## src/rtl/spart_pkg.sv

```systemverilog
// Shared types for the SPART transmitter: serialiser FSM states and parity selections.
package spart_pkg;

  typedef enum logic [2:0] {
    IDLE,
    START,
    DATA,
    PAR,
    STOP
  } spart_tx_state_t;

  localparam int PAR_NONE = 0;
  localparam int PAR_EVEN = 1;
  localparam int PAR_ODD  = 2;

endpackage

```

## src/rtl/spart_fifo.sv

```systemverilog
// Synchronous DATA_W x DEPTH FIFO with show-ahead head word; pointers carry an extra wrap bit
// so full and empty are told apart without a separate flag.
module spart_fifo #(
  parameter int DATA_W = 8,
  parameter int DEPTH  = 4
) (
  input  logic                     clk,
  input  logic                     rst,
  input  logic                     push,
  input  logic                     pop,
  input  logic [DATA_W-1:0]        din,
  output logic [DATA_W-1:0]        dout,
  output logic                     full,
  output logic                     empty,
  output logic [$clog2(DEPTH):0]   count
);

  localparam int AW = $clog2(DEPTH);

  logic [DATA_W-1:0] mem [DEPTH];
  logic [AW:0]       wr_ptr;
  logic [AW:0]       rd_ptr;
  logic              do_push;
  logic              do_pop;

  // A push while full is dropped even if a pop frees a slot in the same cycle.
  assign full    = (wr_ptr[AW] != rd_ptr[AW]) && (wr_ptr[AW-1:0] == rd_ptr[AW-1:0]);
  assign empty   = (wr_ptr == rd_ptr);
  assign count   = wr_ptr - rd_ptr;
  assign do_push = push & ~full;
  assign do_pop  = pop & ~empty;
  assign dout    = mem[rd_ptr[AW-1:0]];

  // NOTE: sequential state uses non-blocking assignments so every flop samples pre-edge values.
  always_ff @(posedge clk) begin
    if (rst) begin
      wr_ptr <= '0;
      rd_ptr <= '0;
    end else begin
      if (do_push) wr_ptr <= wr_ptr + (AW+1)'(1);
      if (do_pop)  rd_ptr <= rd_ptr + (AW+1)'(1);
    end
  end

  // NOTE: storage is deliberately not reset; the pointers alone define which entries are valid.
  always_ff @(posedge clk) begin
    if (do_push) mem[wr_ptr[AW-1:0]] <= din;
  end

endmodule

```

## src/rtl/spart_tx_fifo.sv

```systemverilog
// SPART transmitter: buffered words are serialised LSB-first as start, data, optional parity
// and stop bits, advancing one bit per baud_clk strobe, with back-to-back frames when queued.
module spart_tx_fifo
  import spart_pkg::*;
#(
  parameter int DATA_W     = 8,
  parameter int STOP_BITS  = 1,
  parameter int PARITY     = 0,
  parameter int FIFO_DEPTH = 4
) (
  input  logic                          clk,
  input  logic                          rst,
  input  logic                          baud_clk,
  input  logic                          wr_en,
  input  logic [DATA_W-1:0]             tx_data,
  output logic                          txd,
  output logic                          tbr,
  output logic                          busy,
  output logic [$clog2(FIFO_DEPTH):0]   fifo_cnt,
  output logic                          ovf
);

  localparam int               BIT_W     = $clog2(DATA_W);
  localparam logic [BIT_W-1:0] LAST_BIT  = BIT_W'(DATA_W - 1);
  localparam logic             LAST_STOP = 1'(STOP_BITS - 1);

  if (DATA_W < 5 || DATA_W > 9) begin : g_bad_data_w
    $error("spart_tx_fifo: DATA_W must be in 5..9");
  end
  if (STOP_BITS != 1 && STOP_BITS != 2) begin : g_bad_stop_bits
    $error("spart_tx_fifo: STOP_BITS must be 1 or 2");
  end
  if (PARITY != PAR_NONE && PARITY != PAR_EVEN && PARITY != PAR_ODD) begin : g_bad_parity
    $error("spart_tx_fifo: PARITY must be 0, 1 or 2");
  end
  if (FIFO_DEPTH < 2 || (FIFO_DEPTH & (FIFO_DEPTH - 1)) != 0) begin : g_bad_depth
    $error("spart_tx_fifo: FIFO_DEPTH must be a power of 2 and at least 2");
  end

  spart_tx_state_t   state, state_d;
  logic [DATA_W-1:0] sh, sh_d;
  logic              acc, acc_d;
  logic [BIT_W-1:0]  bit_cnt, bit_cnt_d;
  logic              stop_cnt, stop_cnt_d;
  logic              txd_d;
  logic              pop;
  logic              fifo_full;
  logic              fifo_empty;
  logic [DATA_W-1:0] fifo_dout;

  spart_fifo #(
    .DATA_W (DATA_W),
    .DEPTH  (FIFO_DEPTH)
  ) u_fifo (
    .clk   (clk),
    .rst   (rst),
    .push  (wr_en),
    .pop   (pop),
    .din   (tx_data),
    .dout  (fifo_dout),
    .full  (fifo_full),
    .empty (fifo_empty),
    .count (fifo_cnt)
  );

  // NOTE: every variable gets its hold value first, so no path through the case infers a latch.
  always_comb begin
    state_d    = state;
    txd_d      = txd;
    sh_d       = sh;
    acc_d      = acc;
    bit_cnt_d  = bit_cnt;
    stop_cnt_d = stop_cnt;
    pop        = 1'b0;
    if (baud_clk) begin
      unique case (state)
        IDLE: begin
          if (!fifo_empty) begin
            pop     = 1'b1;
            sh_d    = fifo_dout;
            acc_d   = 1'b0;
            txd_d   = 1'b0;
            state_d = START;
          end
        end
        START: begin
          txd_d     = sh[0];
          bit_cnt_d = '0;
          state_d   = DATA;
        end
        DATA: begin
          sh_d  = sh >> 1;
          acc_d = acc ^ sh[0];
          if (bit_cnt == LAST_BIT) begin
            if (PARITY != PAR_NONE) begin
              txd_d   = (PARITY == PAR_ODD) ? ~(acc ^ sh[0]) : (acc ^ sh[0]);
              state_d = PAR;
            end else begin
              txd_d      = 1'b1;
              stop_cnt_d = 1'b0;
              state_d    = STOP;
            end
          end else begin
            txd_d     = sh[1];
            bit_cnt_d = bit_cnt + BIT_W'(1);
          end
        end
        PAR: begin
          txd_d      = 1'b1;
          stop_cnt_d = 1'b0;
          state_d    = STOP;
        end
        STOP: begin
          if (stop_cnt == LAST_STOP) begin
            // Chain straight into the next start bit so queued frames leave no idle gap.
            if (!fifo_empty) begin
              pop     = 1'b1;
              sh_d    = fifo_dout;
              acc_d   = 1'b0;
              txd_d   = 1'b0;
              state_d = START;
            end else begin
              state_d = IDLE;
            end
          end else begin
            stop_cnt_d = 1'b1;
          end
        end
        default: state_d = IDLE;
      endcase
    end
  end

  always_ff @(posedge clk) begin
    if (rst) begin
      state    <= IDLE;
      txd      <= 1'b1;
      sh       <= '0;
      acc      <= 1'b0;
      bit_cnt  <= '0;
      stop_cnt <= 1'b0;
      ovf      <= 1'b0;
    end else begin
      state    <= state_d;
      txd      <= txd_d;
      sh       <= sh_d;
      acc      <= acc_d;
      bit_cnt  <= bit_cnt_d;
      stop_cnt <= stop_cnt_d;
      ovf      <= wr_en & fifo_full;
    end
  end

  assign tbr  = ~fifo_full;
  assign busy = (state != IDLE) | (fifo_cnt != '0);

  // The baud generator must deliver single-cycle strobes.
  baud_single_cycle: assert property (@(posedge clk) disable iff (rst) baud_clk |=> !baud_clk);

endmodule
```

## config.mk

```make
export PLATFORM = sky130hd
export DESIGN_NAME = spart_tx_fifo
export DESIGN_NICKNAME = d
export VERILOG_FILES = /design/src/rtl/spart_pkg.sv /design/src/rtl/spart_fifo.sv /design/src/rtl/spart_tx_fifo.sv
export SDC_FILE = /design/constraint.sdc
export NUM_CORES = 1
export LEC_CHECK = 0
export BUFFER_PORTS_ARGS = -buffer_cell sky130_fd_sc_hd__buf_2
export CORE_MARGIN = 10
export CORE_UTILIZATION = 59
export CTS_CLUSTER_SIZE = 12
export DETAILED_ROUTE_END_ITERATION = 7
export HOLD_SLACK_MARGIN = 0.1
export PLACE_DENSITY = 0.78
export SLEW_MARGIN = 20
export SYNTH_ARGS = -nofsm -noshare
export SYNTH_HDL_FRONTEND = slang
export SYNTH_HIERARCHICAL = 1
export SYNTH_SLANG_ARGS = --single-unit
```

## constraint.sdc

```tcl
create_clock -name clk -period 2.8 [get_ports clk]
set_clock_uncertainty 0.1 [all_clocks]
set_input_delay 0.14 -clock clk [delete_from_list [all_inputs] [get_ports clk]]
set_output_delay 0.14 -clock clk [all_outputs]
set_load 0.005 [all_outputs]
```

==> results_dict.tcl <==
set metrics [dict create \
    internal_power_mw 1.62 \
    critical_path.max_stage_delay_ps 610 \
    die_height_um 86.5 \
    syn_nets 225 \
    post_cts_buffers 0 \
    vias_per_cell 5.91 \
    insertion_delay_ps 310 \
    grt_max_degree 29 \
    power_frac_comb 0.349 \
    async_flop_share 0 \
    hold_viol 0 \
    setup_ws_ps 354 \
    gp_congestion 0.849 \
    avgSynthCellArea_um2 12.9 \
    drc 0 \
    htreeDepth 2 \
    hold_buffers 9 \
    fmax_mhz 409 \
    max-slew-margin-rel 0.531 \
    overflow 0 \
    fin_crit_sh 0.874 \
    wl_met3_um 122 \
    ys_ff_latch 56 \
    dr.pass1.iters 4 \
    dieArea_um2 7480 \
    worst_pin_slew_ps 701 \
    min-delay-start "rst" \
    hpwl_mm 3.28 \
    ys_seq_area_frac 0.552 \
    synth-edff-count 32 \
    cap_violations 0 \
    syn-instance-count 203 \
    clock_sinks 56 \
    worstPathArrival_ps 2540 \
    p_sw_mw 0.860 \
    die_x_um 86.5 \
    wirelength_mm 4.70 \
    final_nets 248 \
    criticalPathCategory "reg -> reg" \
    grt_pass1_wl_mm 7.89 \
    syn_to_final_growth_pct 10.4 \
    final_antenna_net_count 0 \
    ir_worst_vdd_uv 477 \
    slew_viol_final 0 \
    track_usage 0.132 \
    outcome "finished clean" \
    grt_setup_unrepaired "false" \
    powerDensity_nw_per_um2 862 \
    highest_layer "met4" \
    finalSetupTns_ps 0 \
    portBuffers 18 \
    syn_area_um2 2610 \
    setup_violations 0 \
    drtIter0Drc 63 \
    wl_met1_mm 2.09 \
    drive_gt1_frac 0.176 \
    path_cells "inv_1, ha_1, nand2_1, nor2b_1, nor4b_2, nor3b_1, or4_1" \
    wl_met2_mm 2.43 \
    holdCritPathClass "in -> reg" \
    p_sw_frac 0.346 \
    cp-start-kind "register" \
    synth.distinct_cells 50 \
    post-place-ws_ps 352 \
    p_leak_nw 1.06 \
    ios 19 \
    clk_path_buf_depth 2 \
    critPathMaxFanout 9 \
    seqPwrFrac 0.482 \
    synth_warnings 6 \
    reg2reg_from "u_fifo/wr_ptr[0]$_SDFFE_PP0P_" \
    cts_resized 0 \
    initial_core_util 0.604 \
    path_clk_slew_ps 100 \
    cts_inserted_buffers 5 \
    antenna_found_initial 0 \
    cp-end-kind "register" \
    critical-path-slowest-cell "nor4b_2" \
    cts_tree "built" \
    clock_power_share 0.168 \
    core_area_um2 4320 \
    clockRootBuffer "clkbuf_8" \
    crit_start "u_fifo/wr_ptr[0]$_SDFFE_PP0P_" \
    num_antenna_cells 0 \
    grt_pass1_vias 1669 \
    wire_per_inst_um 16.8 \
    required_ps 2890 \
    synth_ff_type "edfxtp_1" \
    layout_min_cycle_time_ps 2450 \
    vias 1650 \
    row_count 24 \
]
-- power by group through the flow --
stage	Combinational [mW]	Clock [mW]	Sequential, mW
floorplan	0.687	0	1.14
global placement	0.825	0	1.20
detailed placement	0.866	0	1.22
CTS	0.880	0.431	1.20
global route	0.970	0.472	1.22
finish	0.868	0.418	1.20
-- metrics by stage --
step           utilization  total power [mW]  area, µm²  hold WS, ps  instances
6_report             0.666              2.48       2880          165        279
5_1_grt              0.666              2.67       2880          173        279
4_1_cts              0.666              2.51       2880          161        279
3_5_place_dp         0.626              2.08       2710          258        262
3_3_place_gp         0.626              2.03       2710          250        262
2_1_floorplan            -              1.83       2610          139        203
-- cells by family (layout without fill, tap and decap cells) --
kind of cell             Yosys count  after routing  share of synthesized area
flip-flops                        56             56                      0.552
AND/OR/NAND/NOR                   55             55                      0.134
AO/OA/AOI/OAI                     41             41                      0.108
buffers and inverters             21             45                     0.0393
multiplexers                      18             18                      0.108
adder cells (fa/ha/maj)           10             10                     0.0508
XOR/XNOR                           2              2                    0.00671
-- cells in the mapped netlist (5+ instances only) --
cell,instances,area [µm²]
a211oi_1,7,52.6
nand2_1,10,37.5
mux4_2,8,180
nor2_1,5,18.8
dfxtp_1,24,480
a21oi_1,13,65.1
mux2i_1,8,80.1
clkbuf_1,5,18.8
ha_1,9,113
edfxtp_1,32,961
inv_1,8,30.0
nand2b_1,5,31.3
-- registers in the layout, indices dropped and copies added (netlist names), named ones only --
name	cells
bit_cnt	3
txd	1
state	3
u_fifo/mem	32
ovf	1
sh	8
u_fifo/rd_ptr	3
u_fifo/wr_ptr	3
-- worst paths after layout --
path,to,slack [ps],depth (start not counted)
setup reg to reg,u_fifo/rd_ptr[0]$_SDFFE_PP0P_,350,7
hold / removal,state[2]$_SDFFE_PP0P_,170,2
hold reg to reg,txd$_SDFFE_PP1P_,380,1
setup / recovery,u_fifo/rd_ptr[0]$_SDFFE_PP0P_,350,7
-- area by class of cell --
type	instances	area [µm²]
Sequential cell	56	1440
Timing Repair Buffer	29	195
Multi-Input combinational cell	126	1070
Clock inverter	2	11.3
Tap cell	52	65.1
Clock buffer	6	72.6
Inverter	8	30.0
Fill cell	318	1440
-- placed cells by master (no fill, tap or decap), types with 7 or more instances in the layout --
| cell type | instances |
|---|---|
| edfxtp_1 | 32 |
| dfxtp_1 | 24 |
| buf_2 | 18 |
| a21oi_1 | 13 |
| nand2_1 | 10 |
| ha_1 | 9 |
| dlygate4sd3_1 | 9 |
| inv_1 | 8 |
| mux2i_1 | 8 |
| mux4_2 | 8 |
| a211oi_1 | 7 |
-- critical path, delay by kind of cell, from the launching register on --
kind	cells	cell delay, ps
buf+inv	1	110
flops	1	420
fa+ha+maj	1	340
simple gates	5	1360
-- routing by layer --
| metal | vias up | GRT usage |
|---|---|---|
| met3 | 6 | 0.0366 |
| met2 | 14 | 0.223 |
| met1 | 808 | 0.158 |
| met5 | - | 0 |
| met4 | 0 | 0.0442 |
| li1 | 822 | - |
Power figures use the tool's default switching activity.
